===== src/rtl/adder_pkg.sv =====
// adder_pkg: shared types and constants for the adder arbiter slice.
//   state_e        - arbiter FSM states (IDLE, RUN, RESP)
//   SUM_PARALLEL   - adder sums the whole vector combinationally
//   SUM_SEQUENTIAL - adder accumulates one element per cycle
package adder_pkg;

    typedef enum logic [1:0] {
        IDLE,
        RUN,
        RESP
    } state_e;

    localparam int SUM_PARALLEL   = 0;
    localparam int SUM_SEQUENTIAL = 1;

endpackage


===== src/rtl/adder.sv =====
// adder: sums a LENGTH-element operand vector under a sum_en/sum_done handshake.
// Ports:
//   clk, rst    - clock, asynchronous active-high reset
//   sum_en      - start/continue summation; dropping it clears pointer and done
//   data        - LENGTH x DATA_WIDTH operand vector
//   sum_result  - $clog2(LENGTH)+DATA_WIDTH bit result
//   sum_done    - result valid
// SUM_METHOD 0 sums combinationally and reports done in the same cycle.
// SUM_METHOD 1 adds one element per cycle into an accumulator that is never
// cleared except by reset, so consecutive jobs see a running total.
module adder
    import adder_pkg::*;
#(
    parameter int DATA_WIDTH = 32,
    parameter int LENGTH     = 8,
    parameter int SUM_METHOD = SUM_SEQUENTIAL,
    localparam int SW        = $clog2(LENGTH) + DATA_WIDTH,
    localparam int PW        = (LENGTH > 1) ? $clog2(LENGTH) : 1
) (
    input  logic                              clk,
    input  logic                              rst,
    input  logic                              sum_en,
    input  logic [LENGTH-1:0][DATA_WIDTH-1:0] data,
    output logic [SW-1:0]                     sum_result,
    output logic                              sum_done
);

    if (SUM_METHOD == SUM_PARALLEL) begin : g_par
        logic [SW-1:0] sum;
        logic          unused;
        assign unused = clk ^ rst;
        always_comb begin
            sum = '0;
            for (int i = 0; i < LENGTH; i++) sum = sum + SW'(data[i]);
        end
        assign sum_result = sum;
        assign sum_done   = sum_en;
    end else if (SUM_METHOD == SUM_SEQUENTIAL) begin : g_seq
        logic [PW-1:0] ptr_q, ptr_d;
        logic          done_q, done_d;
        logic [SW-1:0] acc_q, acc_d;
        always_comb begin
            ptr_d  = ptr_q;
            done_d = done_q;
            acc_d  = acc_q;
            if (!sum_en) begin
                ptr_d  = '0;
                done_d = 1'b0;
            end else if (!done_q) begin
                acc_d  = acc_q + SW'(data[ptr_q]);
                ptr_d  = (ptr_q == PW'(LENGTH - 1)) ? '0 : ptr_q + 1'b1;
                done_d = (ptr_q == PW'(LENGTH - 1));
            end
        end
        always_ff @(posedge clk or posedge rst) begin
            if (rst) begin
                ptr_q  <= '0;
                done_q <= 1'b0;
                acc_q  <= '0;
            end else begin
                ptr_q  <= ptr_d;
                done_q <= done_d;
                acc_q  <= acc_d;
            end
        end
        assign sum_result = acc_q;
        assign sum_done   = done_q;
    end else begin : g_bad
        $error("adder: SUM_METHOD must be 0 or 1");
    end

endmodule


===== src/rtl/adder_arbiter.sv =====
// adder_arbiter: round-robin scheduler sharing one adder among NUM_REQ requesters.
// Ports:
//   clk, rst   - clock, asynchronous active-high reset (also resets the adder)
//   req_valid  - per-requester job request
//   req_data   - per-requester LENGTH x DATA_WIDTH operand vector
//   req_ready  - one-hot acceptance pulse, only in IDLE
//   rsp_valid  - result available (RESP state)
//   rsp_ready  - consumer accepts the result
//   rsp_id     - requester index owning the result
//   rsp_sum    - full-width sum, no truncation
//   busy       - high whenever the FSM is not IDLE
module adder_arbiter
    import adder_pkg::*;
#(
    parameter int NUM_REQ    = 4,
    parameter int DATA_WIDTH = 32,
    parameter int LENGTH     = 8,
    parameter int SUM_METHOD = SUM_SEQUENTIAL,
    localparam int IDW       = $clog2(NUM_REQ),
    localparam int SW        = $clog2(LENGTH) + DATA_WIDTH
) (
    input  logic                                           clk,
    input  logic                                           rst,
    input  logic [NUM_REQ-1:0]                             req_valid,
    input  logic [NUM_REQ-1:0][LENGTH-1:0][DATA_WIDTH-1:0] req_data,
    output logic [NUM_REQ-1:0]                             req_ready,
    output logic                                           rsp_valid,
    input  logic                                           rsp_ready,
    output logic [IDW-1:0]                                 rsp_id,
    output logic [SW-1:0]                                  rsp_sum,
    output logic                                           busy
);

    state_e                             state_q, state_d;
    logic [IDW-1:0]                     last_q, last_d;
    logic [LENGTH-1:0][DATA_WIDTH-1:0]  opnd_q, opnd_d;
    logic [SW-1:0]                      rsp_sum_q, rsp_sum_d;
    logic [IDW-1:0]                     rsp_id_q, rsp_id_d;
    logic [SW-1:0]                      base_q, base_d;
    logic [IDW-1:0]                     grant;
    logic                               sum_en;
    logic [SW-1:0]                      sum_result;
    logic                               sum_done;

    // First set bit strictly after last, wrapping; scanning from the far end
    // lets the nearest candidate overwrite the others.
    function automatic logic [IDW-1:0] rr_pick(input logic [NUM_REQ-1:0] v,
                                               input logic [IDW-1:0] last);
        int j;
        rr_pick = last;
        for (int i = NUM_REQ; i >= 1; i--) begin
            j = (int'(last) + i) % NUM_REQ;
            if (v[IDW'(j)]) rr_pick = IDW'(j);
        end
    endfunction

    assign grant = rr_pick(req_valid, last_q);

    adder #(
        .DATA_WIDTH (DATA_WIDTH),
        .LENGTH     (LENGTH),
        .SUM_METHOD (SUM_METHOD)
    ) u_adder (
        .clk        (clk),
        .rst        (rst),
        .sum_en     (sum_en),
        .data       (opnd_q),
        .sum_result (sum_result),
        .sum_done   (sum_done)
    );

    always_comb begin
        state_d   = state_q;
        last_d    = last_q;
        opnd_d    = opnd_q;
        rsp_sum_d = rsp_sum_q;
        rsp_id_d  = rsp_id_q;
        base_d    = base_q;
        req_ready = '0;
        sum_en    = 1'b0;
        unique case (state_q)
            IDLE: begin
                if (|req_valid) begin
                    // gated so req_ready reads 0 while reset is held
                    req_ready[grant] = !rst;
                    opnd_d           = req_data[grant];
                    last_d           = grant;
                    state_d          = RUN;
                end
            end
            RUN: begin
                sum_en = 1'b1;
                if (sum_done) begin
                    // sequential accumulator keeps a running total; subtract the
                    // total seen at the previous capture to isolate this job
                    rsp_sum_d = sum_result - ((SUM_METHOD == SUM_SEQUENTIAL) ? base_q : '0);
                    base_d    = sum_result;
                    rsp_id_d  = last_q;
                    state_d   = RESP;
                end
            end
            RESP: state_d = rsp_ready ? IDLE : RESP;
            default: state_d = IDLE;
        endcase
    end

    always_ff @(posedge clk or posedge rst) begin
        if (rst) begin
            state_q   <= IDLE;
            last_q    <= IDW'(NUM_REQ - 1);
            opnd_q    <= '0;
            rsp_sum_q <= '0;
            rsp_id_q  <= '0;
            base_q    <= '0;
        end else begin
            state_q   <= state_d;
            last_q    <= last_d;
            opnd_q    <= opnd_d;
            rsp_sum_q <= rsp_sum_d;
            rsp_id_q  <= rsp_id_d;
            base_q    <= base_d;
        end
    end

    assign rsp_valid = (state_q == RESP);
    assign rsp_id    = rsp_id_q;
    assign rsp_sum   = rsp_sum_q;
    assign busy      = (state_q != IDLE);

endmodule


===== config.mk =====
export PLATFORM = sky130hd
export DESIGN_NAME = adder_arbiter
export DESIGN_NICKNAME = d
export VERILOG_FILES = /design/src/rtl/adder_pkg.sv /design/src/rtl/adder.sv /design/src/rtl/adder_arbiter.sv
export SDC_FILE = /design/constraint.sdc
export NUM_CORES = 1
export LEC_CHECK = 0
export BUFFER_PORTS_ARGS = -buffer_cell sky130_fd_sc_hd__buf_2
export CORE_AREA = 2 2 415 417
export CTS_CLUSTER_DIAMETER = 60
export CTS_CLUSTER_SIZE = 24
export DETAILED_ROUTE_END_ITERATION = 8
export DIE_AREA = 0 0 417 419
export PLACE_DENSITY = 0.31
export SLEW_MARGIN = 20
export SYNTH_ARGS = -nofsm -noshare
export SYNTH_HDL_FRONTEND = slang
export SYNTH_HIERARCHICAL = 1
export SYNTH_SLANG_ARGS = --single-unit

===== constraint.sdc =====
create_clock -name clk -period 12.1 [get_ports clk]
set_input_delay 1.815 -clock clk [delete_from_list [all_inputs] [get_ports clk]]
set_output_delay 1.815 -clock clk [all_outputs]
set_load 0.05 [all_outputs]

# Word level (Yosys, flattened, before mapping)
# Cells that the tools add are included.
dict set report totals {
  ff_bits 371
  input_bits 1031
  output_inout_bits 43
  word_cells 81
}
dict set report op_classes {
  n_addsub 7
  order_cmp 7
  n_eq_ne 6
  n_mux 34
  n_bitwise 2
  reduce_logical 9
}
# op count
set op_table {}
lappend op_table {{$bmux W256 S2} 1}
lappend op_table {{$mux W256} 1}
lappend op_table {{$bmux W32 S3} 1}
lappend op_table {{$add A35 B32 Y35} 1}
lappend op_table {{$sub A35 B35 Y35} 1}
lappend op_table {{$mux W32} 1}
lappend op_table {{$lt A2 B4 Y1 const B} 4}
lappend op_table {{$mux W2} 7}
lappend op_table {{$mux W1} 12}
lappend op_table {{$mux W3} 3}
lappend op_table {{$bmux W1 S2} 4}
lappend op_table {{$mux W4} 2}
lappend op_table {{$reduce_and A2 Y1} 4}
lappend op_table {{$pmux W2 S3} 1}
lappend op_table {{$add A2 B1 Y2 const B} 2}
lappend op_table {{$add A2 B2 Y2 const B} 2}
lappend op_table {{$and A4 B4 Y4} 1}
lappend op_table {{$lt A3 B4 Y1 const B} 1}
lappend op_table {{$ne A2 B2 Y1 const B} 2}
lappend op_table {{$reduce_or A4 Y1} 1}
lappend op_table {{$add A3 B1 Y3 const B} 1}
lappend op_table {{$eq A3 B3 Y1 const B} 1}
lappend op_table {{$lt A2 B3 Y1 const B} 1}
lappend op_table {{$demux W1 S2} 1}
lappend op_table {{other kinds (9)} 9}

# Longest topological paths before layout
# Gate-level depths: netlist of run 1.
dict set report logic_depth {
  word_depth 15
  ltp_mapped 14
  ltp_nobuf 12
}

# Hierarchy
# The synthesis of run 1 kept the hierarchy.
# mod instances cells_each area_per_inst_um2 seq_area_each_um2
set by_module_without_submodules {}
lappend by_module_without_submodules {adder_arbiter 1 2000 20581.0 8310.5}
lappend by_module_without_submodules {adder 1 553 5411.4 975.9}

# Worst setup path before layout of run 1
# No wires, ideal clock.
dict set report synth_path {
  path_kind {input -> output}
  from {input rst}
  to {output req_ready[0]}
  arrival_time_ns 10.046
  t_required_ns 10.285
  path_slack_ns 0.239
  cell_stages 2
  path_buffers 0
  path_cell_list {inv_1 -> and4_1}
}
dict set report synth_between {
  elab_chain_cells 4
}
# item line_no
set synth_rtl {}
lappend synth_rtl {{start: declaration} adder_arbiter.sv:23} ;# input logic rst,
lappend synth_rtl {{$logic_not A1 Y1 (no line)} --}
lappend synth_rtl {{$and A4 B4 Y4 (no line)} --}
lappend synth_rtl {{$mux W4} adder_arbiter.sv:83} ;# if (|req_valid) begin
lappend synth_rtl {{$mux W4} adder_arbiter.sv:81} ;# unique case (state_q)
lappend synth_rtl {{end: declaration} adder_arbiter.sv:26} ;# output logic [NUM_REQ-1:0] req_ready,
# No other way between the ends.

# Worst setup path in the final report of run 1
dict set report layout_path {
  from {input req_valid[3]}
  to {output req_ready[2]}
}
dict set report layout_between {
  elab_chain_cells 14
  word_cells_on_any_way 25
  classes_between {order compare: 2; mux: 20; bitwise: 1; reduce/logical: 2}
}
# item line_no
set layout_rtl {}
lappend layout_rtl {{start: declaration} adder_arbiter.sv:24} ;# input logic [NUM_REQ-1:0] req_valid,
lappend layout_rtl {{$bmux W1 S2} adder_arbiter.sv:53} ;# if (v[IDW'(j)]) rr_pick = IDW'(j);
lappend layout_rtl {{$mux W1 (implied by the code) (2 in series)} adder_arbiter.sv:53}
lappend layout_rtl {{$mux W2 (4 in series)} adder_arbiter.sv:53}
lappend layout_rtl {{$lt A2 B3 Y1 (implied by the code) or $ge A2 B1 Y1 (tied branches)} adder_arbiter.sv:85} ;# req_ready[grant] = !rst;
lappend layout_rtl {{$logic_and A1 B1 Y1 (implied by the code)} adder_arbiter.sv:85}
lappend layout_rtl {{$mux W1 (implied by the code)} adder_arbiter.sv:85}
lappend layout_rtl {{$demux W1 S2} adder_arbiter.sv:85}
lappend layout_rtl {{$and A4 B4 Y4 (no line)} --}
lappend layout_rtl {{$mux W4 *} adder_arbiter.sv:83}
lappend layout_rtl {{$mux W4 *} adder_arbiter.sv:81}
# Every way passes the cells marked *; elsewhere a longest branch is shown, timed or not. The select of a mux whose other input is x is not followed.

==> results.tsv, run 1 <==
stage	metric	value	unit
global_routing	global route hottest layer	met2	
hold_path	Hold Path Class	flop to flop	
synth	Main synth FF type	dfrtp_1	
timing	clk_skew	0.0267	ns
global_routing	met1 Resource Use GR	0.248	
timing	crit share post-route	0.437	
floorplan	die area	175000	sq um
layout	Nets	4632	
synth	area share of the largest cell type after synthesis	0.355	
clock_network	clock slew at reported path FFs	0.06	ns
drt	DR iter-0 viols	1787	
placed_design	Detailed Place HPWL	146000	microns
drt	drt via density	4.28	
synth	largest area contributor in the netlist	dfrtp_1	
synth	synth cell count leaders	nand2_1 (939), dfrtp_1 (369), mux4_2 (320)	
synth	Mapped Nets	3654	
global_routing	largest net degree at the start of global routing	132	
drt	Vias	25100	
clock_network	clk sinks	371	
global_routing	antenna violations before repair	149	
timing	min Tclk post-route	5.28	ns
synth	Synth Register Bits	371	
critical_path	crit path DAT	3.47	ns
clock_network	clk_lat worst skew	0.67	ns
clock_network	Gates resized, CTS repair	0	
drt	Routed Antenna Nets	0	
global_routing	first-pass GRT wire length	232000	microns
placed_design	Placer Congestion	1.01	
run_status	outcome	finished clean	
global_routing	grt met2 use	0.315	
drt	final wirelength	173000	microns
critical_path	startpoint types	input port	
clock_network	CTS tree	yes	
power_and_ir_drop	maximum vdd drop	191	uV
synth	number of flops mapped to enable cells by yosys	0	
timing	worst-margin pin slew	1.14	ns
clock_network	Clock Tree Buf Depth	3	
critical_path	CP max FO	30	
run	Max Cap Violations	0	
drt	Pre-antenna DRT Iters	5	
global_routing	routing usage on met3	0.0659	
critical_path	Req. time, crit path	10.28	ns
timing	Fmax	0.189	GHz
timing	unrepaired setup endpoints after global routing	no	
critical_path	critical path class	input port to output port	
synth	Ys Warns	6	
timing	endpoints failing hold	0	
clock_network	CTS Hold Bufs	0	
synth	Synth Area per Inst	10.2	sq um
floorplan	CORE AREA	171000	sq um
drt	Remaining DRCs	0	
clock_network	htree depth	2	
timing	Slew headroom	0.239	
timing	Setup TNS	0	ns
floorplan	width of the die	417	microns
synth	most frequent cell after synthesis	nand2_1	
timing	max-slew violation count	0	
placed_design	PortBufs	1073	
synth	Post-Syn Area	26000	sq um
timing	Final setup viols	0	
layout	layout cell share with drive strength beyond 1	0.446	
floorplan	I/O pin total	1074	
floorplan	die extent in y	419	microns
synth	sequential element share of the synthesized area	0.357	
synth	Synth area leaders	dfrtp_1 (36%), mux4_2 (28%), nand2_1 (14%), ha_1 (3.3%), o21ai_0 (2.1%)	
global_routing	vias in the first global route	26400	
synth	Synth cell types	78	
drt	Routed WL per cell	29.4	microns
clock_network	postcts setup bufs	0	
floorplan	row count	152	
layout	layout overhead on the synthesized area	38.4	%
clock_network	Num CTS Buffers	61	
power_and_ir_drop	leakage power	0.0168	uW
power_and_ir_drop	pwr dens	319	nW/um^2
global_routing	GRT Resource Usage Total	0.194	
power_and_ir_drop	total power	11500	uW
global_routing	Congestion Overflow GR	0	
synth	Async S/R FF share, synth	1.00	
floorplan	starting density of the core	0.152	
clock_network	Root Driver	clkbuf_16	
synth	Mapped Cells	2553	
critical_path	critical path endpoint category	output port	
## layout by cell type (no fill, tap or decap), types with 25 or more instances in the layout
master	instances
a21oi_1	85
ha_1	68
diode_2	53
buf_2	1073
nand2_1	938
o21ai_0	109
buf_4	25
nand4_1	28
clkbuf_16	61
mux2_2	33
dfrtp_1	366
nor2_1	42
inv_1	54
a21o_1	37
mux4_2	320
## sequential cells by signal, summed over array words and instances (netlist names)
register / flops
u_adder/sum_done: 1
u_adder/sum_result: 35
state_q: 2
opnd_q: 256
rsp_sum: 35
rsp_id: 2
last_q: 2
base_q: 35
u_adder/g_seq.ptr_q: 3
## worst max-delay path, cell delays in order
cell      delay (ns)
buf_2           0.12
nand2b_1        0.08
o21ai_1         0.10
a221oi_4        0.22
buf_4           0.57
and4_1          0.28
buf_2           0.26
## metrics by stage
stage | instances | utilization | setup WS (ns) | hold WS, ns | area [sq um]
after floorplan | 2553 | - | 0.239 | 0.440 | 26000
after global placement | 5701 | 0.197 | 6.68 | 0.454 | 33700
after detailed placement | 5701 | 0.197 | 6.71 | 0.457 | 33700
after CTS | 5816 | 0.210 | 6.70 | 0.474 | 35800
after global routing | 5841 | 0.210 | 6.65 | 0.490 | 35900
final | 5869 | 0.211 | 6.82 | 0.469 | 36000
## cells by family after synthesis
family,after synthesis,share of synthesized area
AND/OR/NAND/NOR,1116,0.174
flip-flops,371,0.357
AO/OA/AOI/OAI,355,0.0872
multiplexers,355,0.292
buffers and inverters,242,0.0400
adder cells (fa/ha/maj),70,0.0343
XOR/XNOR,44,0.0148
## routing by layer
metal  up-vias  wire, microns  share of wire
li1      11300              -              -
met1     12500          74100           0.43
met2       978          80600           0.47
met3       277          13700          0.079
met4        62           3820          0.022
met5         -            514         0.0030
## cell type report
cell class / instances / area [sq um]
Fill cell: 18900 / 135000
Multi-Input combinational cell: 1940 / 15700
Sequential cell: 371 / 9300
Timing Repair Buffer: 1102 / 5640
Tap cell: 2233 / 2790
Clock buffer: 71 / 1590
Clock inverter: 44 / 592
Inverter: 55 / 214
Antenna cell: 53 / 133
## final timing paths
path	from	to	slack (ns)	cells past startpoint
max in group asynchronous	rst	opnd_q[16]	8.64	4
min in group asynchronous	rst	rsp_id[0]	1.31	2
worst max register to register	u_adder/g_seq.ptr_q[0]	u_adder/sum_result[15]	7.07	12
worst max-delay path	req_valid[3]	req_ready[2]	6.82	7
worst min-delay path	rsp_sum[14]	rsp_sum[14]	0.47	2
worst min register to register	rsp_sum[14]	rsp_sum[14]	0.47	2
## power breakdown
group	switching [uW]	leakage (uW)	total, uW	internal, uW
registers	570	0.00459	2450	1880
logic	4220	0.0111	7140	2920
clock network	773	0.00105	1900	1120
(Power assumes the default switching activity.)
==> run 2, diff against run 1 <==
--- a/config.mk
+++ b/config.mk
@@ -6,12 +6,12 @@
 export NUM_CORES = 1
 export LEC_CHECK = 0
 export BUFFER_PORTS_ARGS = -buffer_cell sky130_fd_sc_hd__buf_2
-export CORE_AREA = 2 2 415 417
+export CORE_AREA = 2 2 413 415
 export CTS_CLUSTER_DIAMETER = 60
 export CTS_CLUSTER_SIZE = 24
 export DETAILED_ROUTE_END_ITERATION = 8
-export DIE_AREA = 0 0 417 419
-export PLACE_DENSITY = 0.31
+export DIE_AREA = 0 0 415 417
+export PLACE_DENSITY = 0.32
 export SLEW_MARGIN = 20
 export SYNTH_ARGS = -nofsm -noshare
 export SYNTH_HDL_FRONTEND = slang
==> constraint.sdc (replaced) <==
create_clock -name clk -period 4.31 [get_ports clk]
set_input_delay 0.6465 -clock clk [delete_from_list [all_inputs] [get_ports clk]]
set_output_delay 0.6465 -clock clk [all_outputs]
set_load 0.05 [all_outputs]
==> results.tsv, run 2 (same netlist as run 1, synthesis figures left out) <==
stage	metric	value	unit
timing	endpoints failing hold	0	
critical_path	Critical Path Stages	10	
critical_path	crit path DAT	4.54	ns
timing	clk_skew	0.0502	ns
power_and_ir_drop	leakage power	0.0169	uW
layout	max reg flops	256	
floorplan	die extent in y	417	microns
timing	worst-margin pin slew	1.05	ns
timing	Setup TNS	0	ns
run	Max Cap Violations	0	
floorplan	I/O pin total	1074	
drt	drt via density	4.33	
timing	final worst-path setup slack	0.321	ns
drt	DR iter-0 viols	2012	
global_routing	GRT Resource Usage Total	0.206	
placed_design	Detailed Place HPWL	160000	microns
clock_network	postcts setup bufs	0	
timing	Fmax	0.251	GHz
layout	Top reg by flops	opnd_q	
clock_network	clk sinks	371	
clock_network	Root Driver	clkbuf_16	
clock_network	clock slew at reported path FFs	0.07	ns
layout	final core occ	0.214	
global_routing	Congestion Overflow GR	0	
power_and_ir_drop	total power	32500	uW
critical_path	Slowest-stage cell, CP	dfrtp_4	
critical_path	number of cells on the worst reg-to-reg path	10	
floorplan	die area	173000	sq um
clock_network	clk_lat worst skew	0.66	ns
timing	unrepaired setup endpoints after global routing	no	
placed_design	PortBufs	1073	
critical_path	Max stage delay on crit path	0.65	ns
timing	Final setup viols	0	
drt	Routed WL per cell	31.1	microns
placed_design	Place WS	0.236	ns
timing	crit share post-route	0.926	
power_and_ir_drop	pwr dens	900	nW/um^2
global_routing	largest net degree at the start of global routing	145	
critical_path	crit path cell chain	buf_4, mux4_2, mux2_2, ha_1, o2111ai_1, a21o_1, o21ai_1, a31oi_2, or4_1, nand3_1	
clock_network	Num CTS Buffers	50	
drt	Vias	25400	
layout	Nets	4656	
drt	Remaining DRCs	0	
floorplan	row count	151	
global_routing	vias in the first global route	26400	
clock_network	CTS tree	yes	
critical_path	family with the most delay on the worst path	compound AO/OA/AOI/OAI gates	
placed_design	Placer Congestion	0.985	
layout	layout overhead on the synthesized area	39.0	%
critical_path	worst setup path startpoint	u_adder/g_seq.ptr_q[0]	
critical_path	reg2reg start	u_adder/g_seq.ptr_q[0]	
drt	Routed Antenna Nets	0	
floorplan	CORE AREA	169000	sq um
clock_network	htree depth	2	
drt	final wirelength	183000	microns
critical_path	critical path endpoint category	flop	
critical_path	CP max FO	19	
critical_path	startpoint types	flop	
hold_path	Hold Path Class	input port to async pin	
critical_path	critical path class	flop to flop	
critical_path	worst setup path end	u_adder/sum_result[30]	
layout	Filler Cell Count	18900	
clock_network	Clock Tree Buf Depth	3	
critical_path	Buf/Inv on CP	1	
timing	Slew headroom	0.298	
layout	commonest cells after routing, fill and taps aside	buf_2 (1,073), nand2_1 (938), dfrtp_1 (366)	
run_status	outcome	finished clean	
drt	Pre-antenna DRT Iters	5	
timing	max-slew violation count	0	
global_routing	antenna violations before repair	132	
critical_path	Req. time, crit path	4.86	ns
floorplan	starting density of the core	0.154	
critical_path	Critical R2R Capture	u_adder/sum_result[30]	
power_and_ir_drop	maximum vdd drop	405	uV
layout	most common cell after layout, fill and taps aside	buf_2	
global_routing	first-pass GRT wire length	242000	microns
layout	layout cell share with drive strength beyond 1	0.450	
critical_path	R2R Setup Slk	0.32	ns
floorplan	width of the die	415	microns
timing	min Tclk post-route	3.99	ns
==> run 2: cell types whose count changed in the layout (fill, tap and decap cells not counted), sizes merged <==
cell / previous run / this run
clkinvlp: 6 / 3
diode: 53 / 60
bufinv: 7 / 10
inv: 69 / 66
clkbuf: 71 / 55
clkinv: 17 / 13
buf: 1102 / 1137
==> run 2: final cells by class <==
| type | instances | area, sq um | area share |
|---|---|---|---|
| Antenna cell | 60 | 150 | 0.00415 |
| Clock buffer | 55 | 1290 | 0.0357 |
| Clock inverter | 37 | 617 | 0.0171 |
| Inverter | 55 | 210 | 0.00582 |
| Multi-Input combinational cell | 1940 | 15700 | 0.435 |
| Sequential cell | 371 | 9300 | 0.257 |
| Tap cell | 2218 | 2780 | 0.0768 |
| Timing Repair Buffer | 1137 | 6080 | 0.168 |
==> run 2: worst reg2reg max path: stages, from the launching register on <==
cell and delay (ns):
dfrtp_4 0.65, buf_4 0.34, mux4_2 0.52, mux2_2 0.28, ha_1 0.39, o2111ai_1 0.22
a21o_1 0.24, o21ai_1 0.37, a31oi_2 0.29, or4_1 0.54, nand3_1 0.08
==> run 2: worst min path at each step <==
stage	to	slack [ns]	depth (start not counted)
after global routing	opnd_q[62]	0.06	2
final	opnd_q[1]	0.06	2
after floorplan	opnd_q[192]	0.44	2
after detailed placement	opnd_q[74]	0.46	2
after global placement	opnd_q[228]	0.46	2
after CTS	opnd_q[1]	0.03	2
==> run 2: what timing repair did <==
item                       in CTS  in global routing
resized for setup               0                  1
setup endpoints to repair       0                  1
hold buffers                    0                  0
hold endpoints to repair        0                  0
==> run 2: power by group <==
part | leakage (uW) | internal, uW | switching [uW]
clock | 0.000920 | 2850 | 1960
sequential | 0.00459 | 5260 | 1900
combinational | 0.0114 | 8530 | 12000
total | 0.0169 | 16600 | 15900
==> run 2: per-stage QoR <==
| stage | cells | hold WS, ns | instance area, sq um |
|---|---|---|---|
| 6_report | 5873 | 0.0619 | 36100 |
| 3_5_place_dp | 5721 | 0.461 | 34100 |
| 2_1_floorplan | 2553 | 0.440 | 26000 |
| 5_1_grt | 5822 | 0.0598 | 36000 |
| 4_1_cts | 5813 | 0.0301 | 36000 |
| 3_3_place_gp | 5721 | 0.459 | 34100 |
==> run 2: metal layers <==
metal  GRT usage  part of all wire  vias up
li1            -                 -    11300
met5           0            0.0014        -
met3      0.0477             0.071      211
met2       0.343              0.47      979
met1       0.274              0.44    12900
met4      0.0356             0.019       40
